$ cat config.mk
export PLATFORM = sky130hd
export DESIGN_NAME = fetch_unit
export DESIGN_NICKNAME = d
export VERILOG_FILES = /design/src/rtl/fetch_unit_pkg.sv /design/src/rtl/fetch_fifo.sv /design/src/rtl/fetch_unit.sv
export SDC_FILE = /design/constraint.sdc
export NUM_CORES = 1
export LEC_CHECK = 0
export CAP_MARGIN = 20
export CORE_MARGIN = 1
export CORE_UTILIZATION = 61
export CTS_BUF_LIST = sky130_fd_sc_hd__clkbuf_4 sky130_fd_sc_hd__clkbuf_8
export DETAILED_ROUTE_END_ITERATION = 7
export PLACE_DENSITY = 0.89
export SLEW_MARGIN = 5
export SYNTH_ARGS = -nofsm -noshare
export SYNTH_HDL_FRONTEND = slang
export SYNTH_SLANG_ARGS = --single-unit
$ cat constraint.sdc
create_clock -name Clock -period 4.5 [get_ports Clock]
set_clock_uncertainty 0.05 [all_clocks]
set_input_delay 0.9 -clock Clock [delete_from_list [all_inputs] [get_ports Clock]]
set_output_delay 0.9 -clock Clock [all_outputs]
set_load 0.02 [all_outputs]
$ cat src/rtl/fetch_unit_pkg.sv
// Shared fetch-unit types and default configuration constants.
package fetch_unit_pkg;

  localparam int DEFAULT_XLEN        = 24;
  localparam int DEFAULT_INSTR_BYTES = 3;
  localparam int DEFAULT_FIFO_DEPTH  = 4;
  localparam int DEFAULT_RESET_PC    = 10;

  typedef enum logic [1:0] {
    ST_FETCH,
    ST_WAIT,
    ST_DROP,
    ST_HALT
  } fetch_state_t;

  typedef struct packed {
    logic [DEFAULT_XLEN-1:0] word;
    logic [DEFAULT_XLEN-1:0] pc;
  } fetch_entry_t;

endpackage

$ cat src/rtl/fetch_fifo.sv
// Instruction buffer: circular FIFO with push, pop, flush and an occupancy count.
// Flush wins over a simultaneous push or pop.
module fetch_fifo
  import fetch_unit_pkg::*;
#(
  parameter int WIDTH = 2 * DEFAULT_XLEN,
  parameter int DEPTH = DEFAULT_FIFO_DEPTH
) (
  input  logic                   Clock,
  input  logic                   Resetn,
  input  logic                   push,
  input  logic [WIDTH-1:0]       push_data,
  input  logic                   pop,
  input  logic                   flush,
  output logic [WIDTH-1:0]       head_data,
  output logic [$clog2(DEPTH):0] count
);

  localparam int AW = $clog2(DEPTH);
  localparam int CW = AW + 1;

  logic [WIDTH-1:0] mem [DEPTH];
  logic [AW-1:0]    wr_ptr;
  logic [AW-1:0]    rd_ptr;
  logic             do_push;
  logic             do_pop;

  assign do_pop    = pop && (count != '0) && !flush;
  assign do_push   = push && !flush && ((count != CW'(DEPTH)) || do_pop);
  assign head_data = mem[rd_ptr];

  always_ff @(posedge Clock) begin
    if (do_push) begin
      mem[wr_ptr] <= push_data;
    end
  end

  always_ff @(posedge Clock or negedge Resetn) begin
    if (!Resetn) begin
      wr_ptr <= '0;
      rd_ptr <= '0;
      count  <= '0;
    end else if (flush) begin
      wr_ptr <= '0;
      rd_ptr <= '0;
      count  <= '0;
    end else begin
      if (do_push) begin
        wr_ptr <= wr_ptr + AW'(1);
      end
      if (do_pop) begin
        rd_ptr <= rd_ptr + AW'(1);
      end
      case ({do_push, do_pop})
        2'b10:   count <= count + CW'(1);
        2'b01:   count <= count - CW'(1);
        default: count <= count;
      endcase
    end
  end

endmodule

$ cat src/rtl/fetch_unit.sv
// Instruction fetch unit: single-outstanding fetch FSM, PC sequencing and redirect flush.
// Define FETCH_ALIGN_CHECK_EN to halt with a sticky fetch_fault on a misaligned redirect.
module fetch_unit
  import fetch_unit_pkg::*;
#(
  parameter int XLEN        = DEFAULT_XLEN,
  parameter int INSTR_BYTES = DEFAULT_INSTR_BYTES,
  parameter int FIFO_DEPTH  = DEFAULT_FIFO_DEPTH,
  parameter int RESET_PC    = DEFAULT_RESET_PC
) (
  input  logic            Clock,
  input  logic            Resetn,
  output logic            imem_req,
  output logic [XLEN-1:0] imem_addr,
  input  logic            imem_rvalid,
  input  logic [XLEN-1:0] imem_rdata,
  input  logic            redirect_valid,
  input  logic [XLEN-1:0] redirect_target,
  output logic            instr_valid,
  input  logic            instr_ready,
  output logic [XLEN-1:0] instr_data,
  output logic [XLEN-1:0] instr_pc,
  output logic [XLEN-1:0] instr_pc_next,
  output logic            fetch_fault
);

  localparam int              CW      = $clog2(FIFO_DEPTH) + 1;
  localparam logic [XLEN-1:0] PC_STEP = XLEN'(INSTR_BYTES);

  fetch_state_t      state;
  logic [XLEN-1:0]   pc;
  logic [XLEN-1:0]   req_addr;
  logic [CW-1:0]     count;
  logic [2*XLEN-1:0] head;
  logic              redirect;
  logic              bad_target;
  logic              issue;
  logic              push;
  logic              pop;

  // In FETCH nothing is outstanding, so the buffer count alone bounds the issue.
  assign redirect      = redirect_valid && (state != ST_HALT);
  assign issue         = (state == ST_FETCH) && !redirect_valid && (count < CW'(FIFO_DEPTH));
  assign imem_req      = Resetn && issue;
  assign imem_addr     = pc;
  assign push          = (state == ST_WAIT) && imem_rvalid && !redirect_valid;
  assign pop           = instr_valid && instr_ready;
  assign instr_valid   = (count != '0);
  assign instr_data    = head[2*XLEN-1:XLEN];
  assign instr_pc      = head[XLEN-1:0];
  assign instr_pc_next = instr_pc + PC_STEP;

`ifdef FETCH_ALIGN_CHECK_EN
  logic fault_q;

  assign bad_target  = redirect && ((redirect_target % PC_STEP) != '0);
  assign fetch_fault = fault_q;

  always_ff @(posedge Clock or negedge Resetn) begin
    if (!Resetn) begin
      fault_q <= 1'b0;
    end else if (bad_target) begin
      fault_q <= 1'b1;
    end
  end
`else
  assign bad_target  = 1'b0;
  assign fetch_fault = 1'b0;
`endif

  fetch_fifo #(
    .WIDTH (2 * XLEN),
    .DEPTH (FIFO_DEPTH)
  ) u_fifo (
    .Clock     (Clock),
    .Resetn    (Resetn),
    .push      (push),
    .push_data ({imem_rdata, req_addr}),
    .pop       (pop),
    .flush     (redirect),
    .head_data (head),
    .count     (count)
  );

  // DROP remembers that one response is still in flight and must be thrown away.
  always_ff @(posedge Clock or negedge Resetn) begin
    if (!Resetn) begin
      state    <= ST_FETCH;
      pc       <= XLEN'(RESET_PC);
      req_addr <= '0;
    end else begin
      case (state)
        ST_FETCH: begin
          if (bad_target) begin
            state <= ST_HALT;
          end else if (redirect) begin
            pc <= redirect_target;
          end else if (issue) begin
            req_addr <= pc;
            pc       <= pc + PC_STEP;
            state    <= ST_WAIT;
          end
        end
        ST_WAIT: begin
          if (bad_target) begin
            state <= ST_HALT;
          end else if (redirect) begin
            pc    <= redirect_target;
            state <= imem_rvalid ? ST_FETCH : ST_DROP;
          end else if (imem_rvalid) begin
            state <= ST_FETCH;
          end
        end
        ST_DROP: begin
          if (bad_target) begin
            state <= ST_HALT;
          end else begin
            if (redirect) begin
              pc <= redirect_target;
            end
            if (imem_rvalid) begin
              state <= ST_FETCH;
            end
          end
        end
        ST_HALT: begin
          state <= ST_HALT;
        end
        default: begin
          state <= ST_FETCH;
        end
      endcase
    end
  end

endmodule

* Word level (Yosys, flattened, before mapping) *
Memory sizes are Yosys's and may differ from the RTL's.
Index checks and enable logic that the tools add are counted.

storage, ports and cells
  bits in registers = 57
  memory bits (writable) = 192
  logic and storage cells = 68
  memories = 1

operators by class
  add/sub/neg operators = 6
  order comparisons = 1
  equality and inequality tests = 11
  multiplexer cells = 18
  bitwise logic cells = 1
  reduce and logical (&&, ||, !) cells = 24

memories
  memory      depth  width  read ports  clocked after memory_dff  write ports  RTL line          source
  u_fifo.mem  4      48     1           0                         1            fetch_fifo.sv:22  logic [WIDTH-1:0] mem [DEPTH];

operators by type and width
  cell                     number
  $mux W24                 3
  $add A24 B2 Y24 const B  2
  $pmux W24 S2             1
  $mux W2                  9
  $logic_and A1 B1 Y1      11
  $pmux W2 S4              1
  $eq A2 B2 Y1 const B     3
  $ne A2 B2 Y1 const B     3
  $pmux W3 S2              1
  $reduce_and A3 Y1        2
  $reduce_bool A2 Y1       3
  $reduce_bool A3 Y1       2
  $add A2 B1 Y2 const B    2
  $eq A2 B1 Y1 const B     2
  $add A3 B1 Y3 const B    1
  $lt A3 B3 Y1 const B     1
  $mux W3                  1
  $ne A3 B2 Y1 const B     1
  $ne A3 B3 Y1 const B     1
  $sub A3 B1 Y3 const B    1
  $logic_not A1 Y1         2
  $logic_not A2 Y1         1
  $mux W1                  2
  $ne A2 B1 Y1 const B     1
  4 further kinds          4

* Depth between registers and ports, before layout *
  depth after elaboration = 9
  depth in mapped cells = 10
  depth with buffers taken out = 9

* By module *
A second synthesis with hierarchy kept.

unflattened totals
  cells, all modules = 634
  area, all modules = 10,657.7 um^2

by module, submodules not included
  module      times used  cells each  area an instance (um^2)
  fetch_fifo  1           297         7,385.8
  fetch_unit  1           337         3,271.9

* Least setup slack after synthesis *
OpenSTA, ideal clock, no wires.

  path type = register to output
  from = reg u_fifo.rd_ptr[0]
  to = out instr_pc_next[18]
  arrival time = 2,345 ps
  data required time = 3,550 ps
  path slack = 1,205 ps
  stages on the path, launching flop included = 8
  buffers on the path = 1
  cells stage by stage = dfrtp_1 -> buf_6 -> mux4_1 -> inv_1 -> ha_1 -> nor3_2 -> nand4_1 -> xnor2_1

between the ends
  word-level cells in the longest chain between the ends = 2

ends and longest elaborated chain
  element                   RTL line          source
  start: declaration        fetch_fifo.sv:24  logic [AW-1:0] rd_ptr;
  start signal: assignment  fetch_fifo.sv:52  rd_ptr <= rd_ptr + AW'(1);
  $mem_v2 Z4 W48            -
  via instr_pc[0]           fetch_unit.sv:22  output logic [XLEN-1:0] instr_pc,
  $add A24 B2 Y24           fetch_unit.sv:51  assign instr_pc_next = instr_pc + PC_STEP;
  end: declaration          fetch_unit.sv:23  output logic [XLEN-1:0] instr_pc_next,

The timed path passes the listed nets, and every way through them passes these cells.

* Worst setup path after layout *
  from = reg u_fifo.rd_ptr[0]
  to = out instr_pc_next[9]

between the ends
  word-level cells in the longest chain between the ends = 2

ends and longest elaborated chain
  element          RTL line
  $mem_v2 Z4 W48   -
  $add A24 B2 Y24  fetch_unit.sv:51

Every way passes these cells.

==> summary.txt <==
STA
  – Max Slew Vio Count: 0
  – Final Critical Period: 4.35 ns
  – Slew HR: 0.390
  – Worst-margin pin slew: 0.912 ns
  – RSZ-0062 raised after global routing: false
  – Final Cycle Share: 0.968
  – # setup viols final: 0
  – Fin. Hold Viols: 0
  – Hold WS: 0.485 ns
  – Max Freq: 0.230 GHz
  – Setup TNS: 0 ns

Synth
  – Distinct cell type count after synthesis: 66
  – Seq cells post-synth: 249
  – Synthesized area: 10,600 sq um
  – Syn avg cell area: 16.7 sq um
  – Post-synth EDFFs: 192
  – Async SR Flop Fraction: 0.229
  – Ys flop type: edfxtp_1
  – Mapped Cells: 631
  – Ys Warns: 0
  – Seq/Total Area, Yosys: 0.681
  – Post-Syn Nets: 696

Layout
  – Commonest non-fill, non-tap cell in the layout: edfxtp_1
  – Share of layout cells above drive strength 1: 0.187
  – Most frequent cells in the layout: edfxtp_1, clkdlybuf4s50_1, dfrtp_1, clkbuf_8, mux4_2
  – Ant diodes: 0
  – Post-layout instance count excluding filler cells: 1,051
  – Area Growth Syn to Fin: 24.0%
  – Final #Nets: 870

Power and ir drop
  – PwrDens: 630 nW/um^2
  – Peak supply drop: 0.442 mV
  – P_leak: 4.51 nW

Critical path
  – Crit path DAT: 3.40 ns
  – R2R cell count: 7
  – Critical path class: reg -> out
  – Crit-path max FO: 19
  – Worst setup EP type: output port
  – Critical path required time: 3.55 ns
  – Reg2reg start: imem_addr[1]
  – RR Endpoint: imem_addr[16]
  – Startpoint types: flip-flop
  – Flop-to-flop setup slack: 1.90 ns

Placed design
  – Routability Congestion: 0.855
  – IO Port Bufs: 150
  – Dpl cells: 983
  – Hpwl dp: 15.5 mm

Drt
  – WL per Instance: 23.3 um
  – DRC viols: 0
  – Via count: 6,639
  – Mean number of vias per cell: 6.32
  – Antenna Nets Post-Route: 0
  – Starting DRT DRC Count: 637
  – Wirelength, routed: 24.5 mm
  – Drt first pass iters: 7

CTS
  – Clk slew on worst S/H paths: 0.06 ns
  – Gates resized, CTS repair: 0
  – Setup bufs post-CTS: 0
  – CTS Root Cell: clkbuf_8
  – CTS Sinks: 249
  – TritonCTS Buffers: 38
  – Clk_lat worst skew: 0.52 ns
  – Clock Tree Buf Depth: 3
  – Hold Buf Count CTS: 0
  – CTS tree: built
  – Max H-tree Level: 2

Floorplanning
  – Die Wd: 134 um
  – Row count: 47
  – DIE AREA: 17,800 sq um
  – Initial Util: 0.630
  – Top Ports: 152
  – Die height: 134 um
  – CORE AREA: 16,800 sq um

GRT
  – GRT overflow: 0
  – Initial antenna violation count: 0
  – Largest net degree at the start of global routing: 58
  – Gr usage total: 0.284
  – Vias in the first global route: 6,721
  – First-pass GRT wire length: 37.8 mm

Flow run
  – Max cap viols: 0

Outcome
  – Status: completed

Worst hold path
  – Worst Hold Class: reg -> reg
  – Hold path depth: 0
  – Hold EP: u_fifo.mem[2][21]
  – HP Start: req_addr[21]
## final cells by class
| type | count | area, sq um |
|---|---|---|
| Clock buffer | 58 | 704 |
| Clock inverter | 8 | 58.8 |
| Fill cell | 851 | 3670 |
| Inverter | 17 | 63.8 |
| Multi-Input combinational cell | 334 | 3130 |
| Sequential cell | 249 | 7200 |
| Tap cell | 220 | 275 |
| Timing Repair Buffer | 165 | 1660 |
## metal layers
layer	global-route usage	wire length [um]	vias up	part of all wire
li1	-	-	2860	-
met2	0.477	12400	409	0.51
met5	0	0	-	0
met1	0.372	9500	3300	0.39
met3	0.0483	1800	70	0.073
met4	0.119	760	0	0.031
## synthesized netlist by cell type, drive strengths merged (5+ instances only)
cell / n / area [sq um]
a2bb2oi: 8 / 70.1
nor4: 6 / 52.6
nand3: 16 / 80.1
xor2: 5 / 43.8
nand2: 27 / 101
buf: 15 / 125
xnor2: 21 / 184
o22ai: 10 / 62.6
and4: 5 / 43.8
dfrtp: 55 / 1380
o21ai: 15 / 75.1
a21oi: 31 / 155
clkbuf: 16 / 60.1
inv: 17 / 63.8
nor2: 34 / 130
mux2: 25 / 285
and2: 6 / 37.5
mux4: 47 / 1110
ha: 11 / 138
nand4: 15 / 109
nor3: 7 / 40.0
edfxtp: 192 / 5770
## cells by family (layout without fill, tap and decap cells)
kind of cell	after synthesis	count (layout)	share of synthesized area
AOI/OAI and AO/OA	90	90	0.0557
xor gates and xnor gates	26	26	0.0216
adders and majority gates	12	12	0.0149
buffers and inverters	48	248	0.0236
DFF	249	249	0.681
muxes	75	75	0.135
other	1	1	0.000355
and+or+nand+nor	130	130	0.0674
## critical path, stage by stage (launching register included)
cell	delay, ns
dfrtp_2	0.49
buf_12	0.23
mux4_2	0.60
o2111a_1	0.23
and2_1	0.29
and4_1	0.25
xor2_1	0.15
clkdlybuf4s50_1	0.62
## metrics by stage
step | instance area (sq um) | power [mW] | util | setup WS, ns
CTS | 13100 | 8.24 | 0.779 | 0.00733
global route | 13100 | 8.58 | 0.781 | 0.0385
global placement | 12300 | 6.17 | 0.734 | 0.732
detailed placement | 12300 | 6.32 | 0.734 | 0.623
floorplan | 10600 | 5.11 | - | 1.21
finish | 13100 | 8.25 | 0.781 | 0.146
## state kept, by name, summed over array words and instances, names as in the netlist
| signal | count |
|---|---|
| u_fifo.mem | 192 |
| u_fifo.count | 3 |
| imem_addr | 24 |
| req_addr | 24 |
| u_fifo.wr_ptr | 2 |
| state | 2 |
| u_fifo.rd_ptr | 2 |
## how the worst max path moves through the flow
stage,startpoint,end,slack (ns),cells after the start
2_1_floorplan,u_fifo.rd_ptr[0],instr_pc_next[18],1.21,7
3_3_place_gp,u_fifo.rd_ptr[0],instr_pc_next[9],0.73,7
3_5_place_dp,u_fifo.rd_ptr[0],instr_pc_next[9],0.62,7
4_1_cts,u_fifo.rd_ptr[0],instr_pc_next[9],0.007,7
5_1_grt,u_fifo.rd_ptr[0],instr_pc_next[12],0.04,7
6_report,u_fifo.rd_ptr[0],instr_pc_next[9],0.15,7
## report_power, final
group	leakage, nW	internal [mW]	switching (mW)
combinational	1.70	1.35	1.54
clock	0.408	1.05	0.825
sequential	2.39	2.97	0.515
(Power assumes the default switching activity.)
